--- src/rtl/m21_dataflow.sv ---
// 2:1 dataflow multiplexer with a registered copy of the output and a saturating
// counter of select changes for debug observability.
module m21_dataflow #(
   parameter int unsigned WIDTH = 1,
   parameter int unsigned CNT_W = 8
) (
   input  logic             clk,
   input  logic             rst,
   input  logic [WIDTH-1:0] i0,
   input  logic [WIDTH-1:0] i1,
   input  logic             s0,
   output logic [WIDTH-1:0] out,
   output logic [WIDTH-1:0] out_q,
   output logic [CNT_W-1:0] sel_toggles
);

   logic [WIDTH-1:0] out_d;
   logic             s0_q;
   logic [CNT_W-1:0] cnt_q;
   logic [CNT_W-1:0] cnt_d;

   // Primary output is purely combinational and never sees clk or rst.
   assign out   = s0 ? i1 : i0;
   assign out_d = out;

   always_comb begin
      cnt_d = cnt_q;
      if ((s0 != s0_q) && (cnt_q != {CNT_W{1'b1}})) begin
         cnt_d = cnt_q + 1'b1;
      end
   end

   always_ff @(posedge clk) begin
      if (rst) begin
         out_q <= '0;
         s0_q  <= 1'b0;
         cnt_q <= '0;
      end else begin
         out_q <= out_d;
         s0_q  <= s0;
         cnt_q <= cnt_d;
      end
   end

   assign sel_toggles = cnt_q;

endmodule

--- config.mk ---
export PLATFORM = sky130hd
export DESIGN_NAME = m21_dataflow
export DESIGN_NICKNAME = d
export VERILOG_FILES = /design/src/rtl/m21_dataflow.sv
export SDC_FILE = /design/constraint.sdc
export NUM_CORES = 1
export LEC_CHECK = 0
export ABC_AREA = 1
export CAP_MARGIN = 20
export CELL_PAD_IN_SITES_DETAIL_PLACEMENT = 1
export CELL_PAD_IN_SITES_GLOBAL_PLACEMENT = 2
export CORE_MARGIN = 2
export CORE_UTILIZATION = 23
export CTS_CLUSTER_DIAMETER = 40
export CTS_CLUSTER_SIZE = 10
export DETAILED_ROUTE_END_ITERATION = 10
export GPL_ROUTABILITY_DRIVEN = 0
export GPL_TIMING_DRIVEN = 0
export PLACE_DENSITY_LB_ADDON = 0.1
export RECOVER_POWER = 100
export SETUP_SLACK_MARGIN = 0.3
export SLEW_MARGIN = 5
export SYNTH_ARGS = -nofsm -noshare
export SYNTH_HDL_FRONTEND = slang
export SYNTH_SLANG_ARGS = --single-unit
--- constraint.sdc ---
create_clock -name clk -period 1.3 [get_ports clk]
set_input_delay 0.26 -clock clk [delete_from_list [all_inputs] [get_ports clk]]
set_output_delay 0.26 -clock clk [all_outputs]
set_load 0.02 [all_outputs]
* Word level (Yosys, flattened, before mapping) *
Index checks and enable logic that the tools add are counted.

word-level totals
  bits in registers = 10
  input bits = 5
  word-level logic and storage cells = 8

cells by class
  $add $sub $neg = 1
  equality and inequality tests = 2
  multiplexer cells = 1
  reduce and logical (&&, ||, !) cells = 1

operator list
  operator             count
  $add 8x1->8 const B  1
  $ne 8x8->1 const B   1
  $logic_and 1x1->1    1
  $mux 1               1
  $ne 1x1->1           1

* Logic depth before layout (Yosys ltp) *
Gate-level depths: netlist of run 1.

  depth in word-level cells = 2
  mapped depth = 8
  depth with buffers taken out = 8

* Worst setup path after synthesis of run 1 *
Ideal clock, no wire load.

  path kind = register to register
  start point = register cnt_q[1] (netlist: sel_toggles[1])
  end point = register cnt_q[0] (netlist: sel_toggles[0])
  library setup time = 0.113 ns
  data arrival time = 1.208 ns
  required time = 1.187 ns
  setup slack = -0.021 ns
  cell stages (with the launch flop) = 9
  path through = dfxtp_1 -> ha_1 -> inv_1 -> nor2_4 -> nand2_4 -> nand2_4 -> inv_2 -> nor2_1 -> nor2_1

between the ends
  cells in the longest elaborated chain, start to end = 2

ends and longest elaborated chain
  what                    RTL line  RTL
  start, declared         19        logic [CNT_W-1:0] cnt_q;
  start signal, assigned  41        cnt_q <= cnt_d;
  $ne 8x8->1              28        if ((s0 != s0_q) && (cnt_q != {CNT_W{1'b1}})) begin
  $logic_and 1x1->1       28

Every way passes these cells.
A chain may end at the register's enable or synchronous reset.

* Final worst setup path of run 1 *
  start point = register cnt_q[1] (netlist: sel_toggles[1])
  end point = register cnt_q[1] (netlist: sel_toggles[1])

between the ends
  cells in the longest elaborated chain, start to end = 2

ends and longest elaborated chain
  what
  branches (longest 2 deep; another with $add 8x1->8)

Parallel ways; which one is timed is not known.

==> qor.csv, run 1 <==
metric,value,unit
outcome,completed,
DR vias/cell,4.31,
startpoint class of the critical path,flop,
CP Class,reg -> reg,
crit path DAT,1.31,ns
Max Slew Vio Count,0,
leakage power,0.417,nW
pin count of the biggest net entering global routing,8,
Mapped Area,556,µm²
crit end category,flop,
die width,53.1,µm
Peak VDD IR,0.523,mV
"Seq/Total Area, Yosys",36.0,%
core area,0.00225,mm²
Area Overhead vs Synth,61.0,%
crit path max fanout,7,
global-route wire length before repair,2.56,mm
"EDFF count, synth",0,
Cells after Synth,84,
initial antenna violation count,0,
most frequent cell after synthesis,nand2_1,
register bit total from synthesis,10,
unrepaired setup endpoints after global routing,true,
drt pass-1 iters,2,
async set or reset register ratio after synthesis,0,%
synth top area cells,"dfxtp_1, nand2_1, nor2_1",
grt total ovfl,0,
Die Area,0.00282,mm²
share of post-route cells with drive strength above 1,37.9,%
final hold slack,0.410,ns
Starting Density,24.6,%
Max Root-Sink Buffers,2,
"area leader, netlist",dfxtp_1,
ys flop type,dfxtp_1,
Post-DRT Antenna Nets,0,
Hold WC Path Type,in -> reg,
IO Pins,15,
Final Hold Viols,0,
# rows,17,
TritonCTS buffer count,3,
I/O Buffers,14,
max-cap viol count,0,
Clock Latency Late Sink,0.26,ns
TritonCTS clock tree,done,
clk sink count,10,
actual slew at the worst max-slew pin,0.246,ns
filler instances,295,
Antenna Cells,0,
commonest cells in the netlist,"nand2_1, nor2_1, inv_1",
Crit path required time,1.46,ns
placed cell area,761,µm²
FF-to-FF setup slack,0.15,ns
final total power,687,µW
Yosys top cell area share,36.0,%
crit path time final,1.15,ns
Slew HR,83.6,%
die height,53.1,µm
synthesized area per cell,6.61,µm²
WL/cell,10.8,µm
Multi-input gate area,330,µm²
ratio of final minimum period to clock period,88.4,%
Root Driver,clkbuf_4,
CTS clock-pin slew for the worst setup and hold paths,0.07,ns
Setup Viol. Count Final,0,
Storage cell area,215,µm²
Netlist cell types,15,
1st-iter DRT viols,3,
vias in the first global route,632,
Finished Cell Area,895,µm²
Pwr per Cell Area,768,mW/mm²
Highest Clock Rate,871,MHz
H-tree depth,1,
Routed WL,1.56,mm
gr usage total,12.8,%
post-DP HPWL,1.10,mm
Vias,621,
Synth warnings,0,
DRC viols,0,
Worst Clk Skew,0.00134,ns
net count after synthesis,90,
Nets,123,
[state kept, by name (all words and copies together), names as in the netlist]
signal,cells
sel_toggles,8
s0_q,1
out_q,1
[cell type report]
type | count | share of cell area (%)
Sequential cell | 10 | 24.1
Tap cell | 28 | 3.92
Clock buffer | 3 | 2.52
Timing Repair Buffer | 28 | 26.6
Clock inverter | 1 | 0.420
Multi-Input combinational cell | 62 | 36.9
Inverter | 12 | 5.59
[critical path, stage by stage, from the launching register on]
cell     delay (ns)
dfxtp_4        0.37
ha_4           0.15
inv_4          0.04
nor2_4         0.12
nand2_4        0.10
nand2_4        0.10
inv_4          0.04
nor2_1         0.08
nor2_1         0.05
[metal layers]
layer	part of all wire [%]	up-vias	track usage, %	routed length, µm
met5	0	-	0	0
met3	4.8	2	2.54	75
met2	48	10	20.8	744
met1	47	282	15.3	728
met4	0.83	0	7.69	13
li1	-	327	-	-
[power breakdown]
part	switching (mW)	internal, mW
Sequential	0.0110	0.314
Clock	0.114	0.111
Combinational	0.0720	0.0651
Total	0.197	0.490
[timing repair]
action / CTS / global route
hold buffers: 0 / 0
cloned: 0 / 0
resized for setup: 64 / 10
endpoints found under the setup margin: 18 / 18
pin swaps: 5 / 5
buffers inserted: 9 / 5
[placed cells by master (no fill, tap or decap), types with 3 or more instances in the layout]
cell type,count
buf_6,8
dfxtp_4,4
clkbuf_4,3
a21oi_1,3
nand4_1,3
inv_1,10
nand2_2,5
dfxtp_1,6
nand3_1,5
buf_4,14
nor2_1,16
nand2_1,19
[per-stage QoR]
| step | std cells | util (%) | TNS, ns | worst slack, ns |
|---|---|---|---|---|
| after floorplan | 84 | - | 0 | 0.187 |
| after global routing | 144 | 39.7 | 0 | 0.0575 |
| final | 144 | 39.7 | 0 | 0.151 |
| after global placement | 126 | 33.7 | -2.09 | -0.556 |
| after detailed placement | 126 | 33.7 | -2.23 | -0.565 |
| after CTS | 139 | 38.1 | 0 | 0.118 |
[final timing paths]
kind             startpoint        endpoint  cells after the start
max          sel_toggles[1]  sel_toggles[1]                      8
min                      s0           out_q                      4
max reg2reg  sel_toggles[1]  sel_toggles[1]                      8
min reg2reg  sel_toggles[3]  sel_toggles[3]                      2
[logic make-up (layout without fill, tap and decap cells)]
family                     after synthesis  in the layout  synth area share (%)
and+or+nand+nor                         53             53                  45.0
buffers and inverters                   12             44                  8.11
DFF                                     10             10                  36.0
AOI/OAI and AO/OA                        7              7                  6.98
adders and majority gates                1              1                  2.25
xor gates and xnor gates                 1              1                  1.58
(Power assumes the default switching activity.)
==> run 2, diff against run 1 <==
--- a/config.mk
+++ b/config.mk
@@ -5,12 +5,11 @@
 export SDC_FILE = /design/constraint.sdc
 export NUM_CORES = 1
 export LEC_CHECK = 0
-export ABC_AREA = 1
 export CAP_MARGIN = 20
 export CELL_PAD_IN_SITES_DETAIL_PLACEMENT = 1
 export CELL_PAD_IN_SITES_GLOBAL_PLACEMENT = 2
 export CORE_MARGIN = 2
-export CORE_UTILIZATION = 23
+export CORE_UTILIZATION = 24
 export CTS_CLUSTER_DIAMETER = 40
 export CTS_CLUSTER_SIZE = 10
 export DETAILED_ROUTE_END_ITERATION = 10
==> qor.csv, run 2 <==
metric,value,unit
Antenna Cells,0,
XOR/XNOR Fraction of Synth Area,7.59,%
DRC viols,0,
Routed WL,1.68,mm
TritonCTS clock tree,done,
"EDFF count, synth",0,
commonest cells in the netlist,"dfxtp_1, nor2_1, nand3_1",
Cells after Synth,51,
Worst Clk Skew,0.0121,ns
pin count of the biggest net entering global routing,11,
Die Area,0.00229,mm²
Clock Latency Late Sink,0.27,ns
Highest Clock Rate,767,MHz
Max Slew Vio Count,0,
Setup WS pre-CTS,-0.684,ns
initial antenna violation count,0,
"Hold-fix buffers, CTS",0,
synthesized area per cell,9.05,µm²
leakage power,0.408,nW
Crit path required time,1.51,ns
Root Driver,clkbuf_4,
Area Overhead vs Synth,125,%
adder-cell share of the synthesized area,2.71,%
Peak VDD IR,0.518,mV
synth top area cells,"dfxtp_1, nor2_1, mux2i_1",
"commonest non-fill, non-tap cell in the layout",buf_4,
Yosys top cell area share,43.4,%
Slew HR,78.8,%
clk sink count,10,
Worst path max stage delay,0.43,ns
filler instances,196,
post-DP HPWL,831,µm
DR vias/cell,4.73,
CP Class,reg -> reg,
1st-iter DRT viols,1,
most frequent cells in the layout,"buf_4, buf_6, dfxtp_4, nor2_1, clkbuf_4",
ratio of final minimum period to clock period,100,%
largest family of logic cells by synthesized area,simple AND/OR/NAND/NOR gates,
max-cap viol count,0,
share of post-route cells with drive strength above 1,70.5,%
Netlist cell types,24,
Worst Slack Setup Final,-0.00461,ns
crit path cell chain,ha_4 > nand4_1 > nor2_1 > or4_4 > a21oi_2,
startpoint class of the critical path,flop,
grt total ovfl,0,
global-route wire length before repair,2.53,mm
Worst Setup SP,sel_toggles[1],
register bit total from synthesis,10,
Critical R2R Capture,sel_toggles[3],
actual slew at the worst max-slew pin,0.317,ns
failing checks,negative setup slack,
Synth warnings,0,
Starting Density,26.2,%
crit path time final,1.30,ns
outcome,"complete, but fails checks",
drt pass-1 iters,2,
Mapped Area,462,µm²
Final Hold Viols,0,
core area,0.00176,mm²
Synth Area in Simple Gates,27.6,%
CTS clock-pin slew for the worst setup and hold paths,0.07,ns
FF-to-FF setup slack,-0.005,ns
max FFs per register,8,
ys flop type,dfxtp_1,
crit end category,flop,
reg2reg start,sel_toggles[1],
Max Root-Sink Buffers,2,
gr usage total,17.0,%
vias in the first global route,537,
"Seq/Total Area, Yosys",43.4,%
Pwr per Cell Area,733,mW/mm²
net count after synthesis,57,
Synth Area in Compound Gates,9.49,%
die width,47.9,µm
TritonCTS buffer count,3,
mux contribution to synthesized area,6.78,%
Setup Viol. Count Final,1,
Nets,95,
Worst path slowest cell,or4_4,
crit path DAT,1.52,ns
Hold WC Path Type,in -> reg,
die height,47.9,µm
# rows,15,
crit path max fanout,3,
IO Pins,15,
R2R depth,5,
unrepaired setup endpoints after global routing,true,
WL/cell,14.9,µm
H-tree depth,1,
I/O Buffers,13,
most frequent cell after synthesis,dfxtp_1,
Post-DRT Antenna Nets,0,
async set or reset register ratio after synthesis,0,%
Vias,535,
"area leader, netlist",dfxtp_1,
crit path capture,sel_toggles[3],
final hold slack,0.223,ns
## run 2: worst min path at each step
stage                     cells past startpoint        endpoint      startpoint
after floorplan                               1            s0_q              s0
after global placement                        2  sel_toggles[3]  sel_toggles[3]
after detailed placement                      2  sel_toggles[2]  sel_toggles[7]
after CTS                                     2  sel_toggles[3]             rst
after global routing                          2  sel_toggles[3]             rst
final                                         2  sel_toggles[3]             rst
## run 2: layout make-up
cell class / instances / area [µm²] / area share (%)
multi-input cells: 39 / 409 / 39.3
repair buffers: 33 / 332 / 31.9
flip-flops and latches: 10 / 231 / 22.2
well taps: 25 / 31.3 / 3.00
clock buffers: 4 / 26.3 / 2.52
plain buffers: 1 / 7.51 / 0.721
inverters: 1 / 3.75 / 0.361
## run 2: through the flow
stage          std cells  util, %  total power [mW]  area, µm²  setup TNS, ns
6_report             113     59.0             0.763       1040       -0.00461
5_1_grt              113     59.0             0.809       1040         -0.380
4_1_cts              107     52.6             0.746        927        -0.0464
3_5_place_dp          89     38.4             0.454        677          -3.46
3_3_place_gp          89     38.4             0.452        677          -3.48
2_1_floorplan         51        -             0.402        515              0
## run 2: metal layers
metal	vias up	wire length, µm	track usage [%]
met2	15	855	27.2
met4	0	31	9.73
li1	259	-	-
met1	257	738	20.9
met3	4	54	3.40
met5	-	0	0
## run 2: repair_timing
item,in CTS,in global routing
resized for setup,83,18
setup buffers,14,6
setup endpoints to repair,19,18
pin swaps,12,2
## run 2: kinds of logic (layout without fill, tap and decap cells)
logic type | count (synthesis) | count (layout)
and+or+nand+nor | 24 | 24
adders and majority gates | 1 | 1
DFF | 10 | 10
buffers and inverters | 2 | 39
xor gates and xnor gates | 4 | 4
muxes | 3 | 3
AOI/OAI and AO/OA | 7 | 7
## run 2: power breakdown
group          internal, mW  leakage (nW)  switching (mW)
logic                 0.113         0.305          0.0861
clock network         0.119        0.0150           0.114
registers             0.311        0.0879          0.0201
total                 0.543         0.408           0.220
## run 2: worst max-delay path: cells and delay by family (launching register included)
family / cells / cell delay, ns
simple gates: 3 / 0.58
fa+ha+maj: 1 / 0.17
compound gates: 1 / 0.12
flops: 1 / 0.36
==> run 3, diff against run 2 <==
--- a/config.mk
+++ b/config.mk
@@ -5,11 +5,12 @@
 export SDC_FILE = /design/constraint.sdc
 export NUM_CORES = 1
 export LEC_CHECK = 0
+export ABC_AREA = 1
 export CAP_MARGIN = 20
 export CELL_PAD_IN_SITES_DETAIL_PLACEMENT = 1
 export CELL_PAD_IN_SITES_GLOBAL_PLACEMENT = 2
 export CORE_MARGIN = 2
-export CORE_UTILIZATION = 24
+export CORE_UTILIZATION = 23
 export CTS_CLUSTER_DIAMETER = 40
 export CTS_CLUSTER_SIZE = 10
 export DETAILED_ROUTE_END_ITERATION = 10
==> results of run 3 <==
Same layout as run 1: the final DEF is identical, and so are final timing and power.
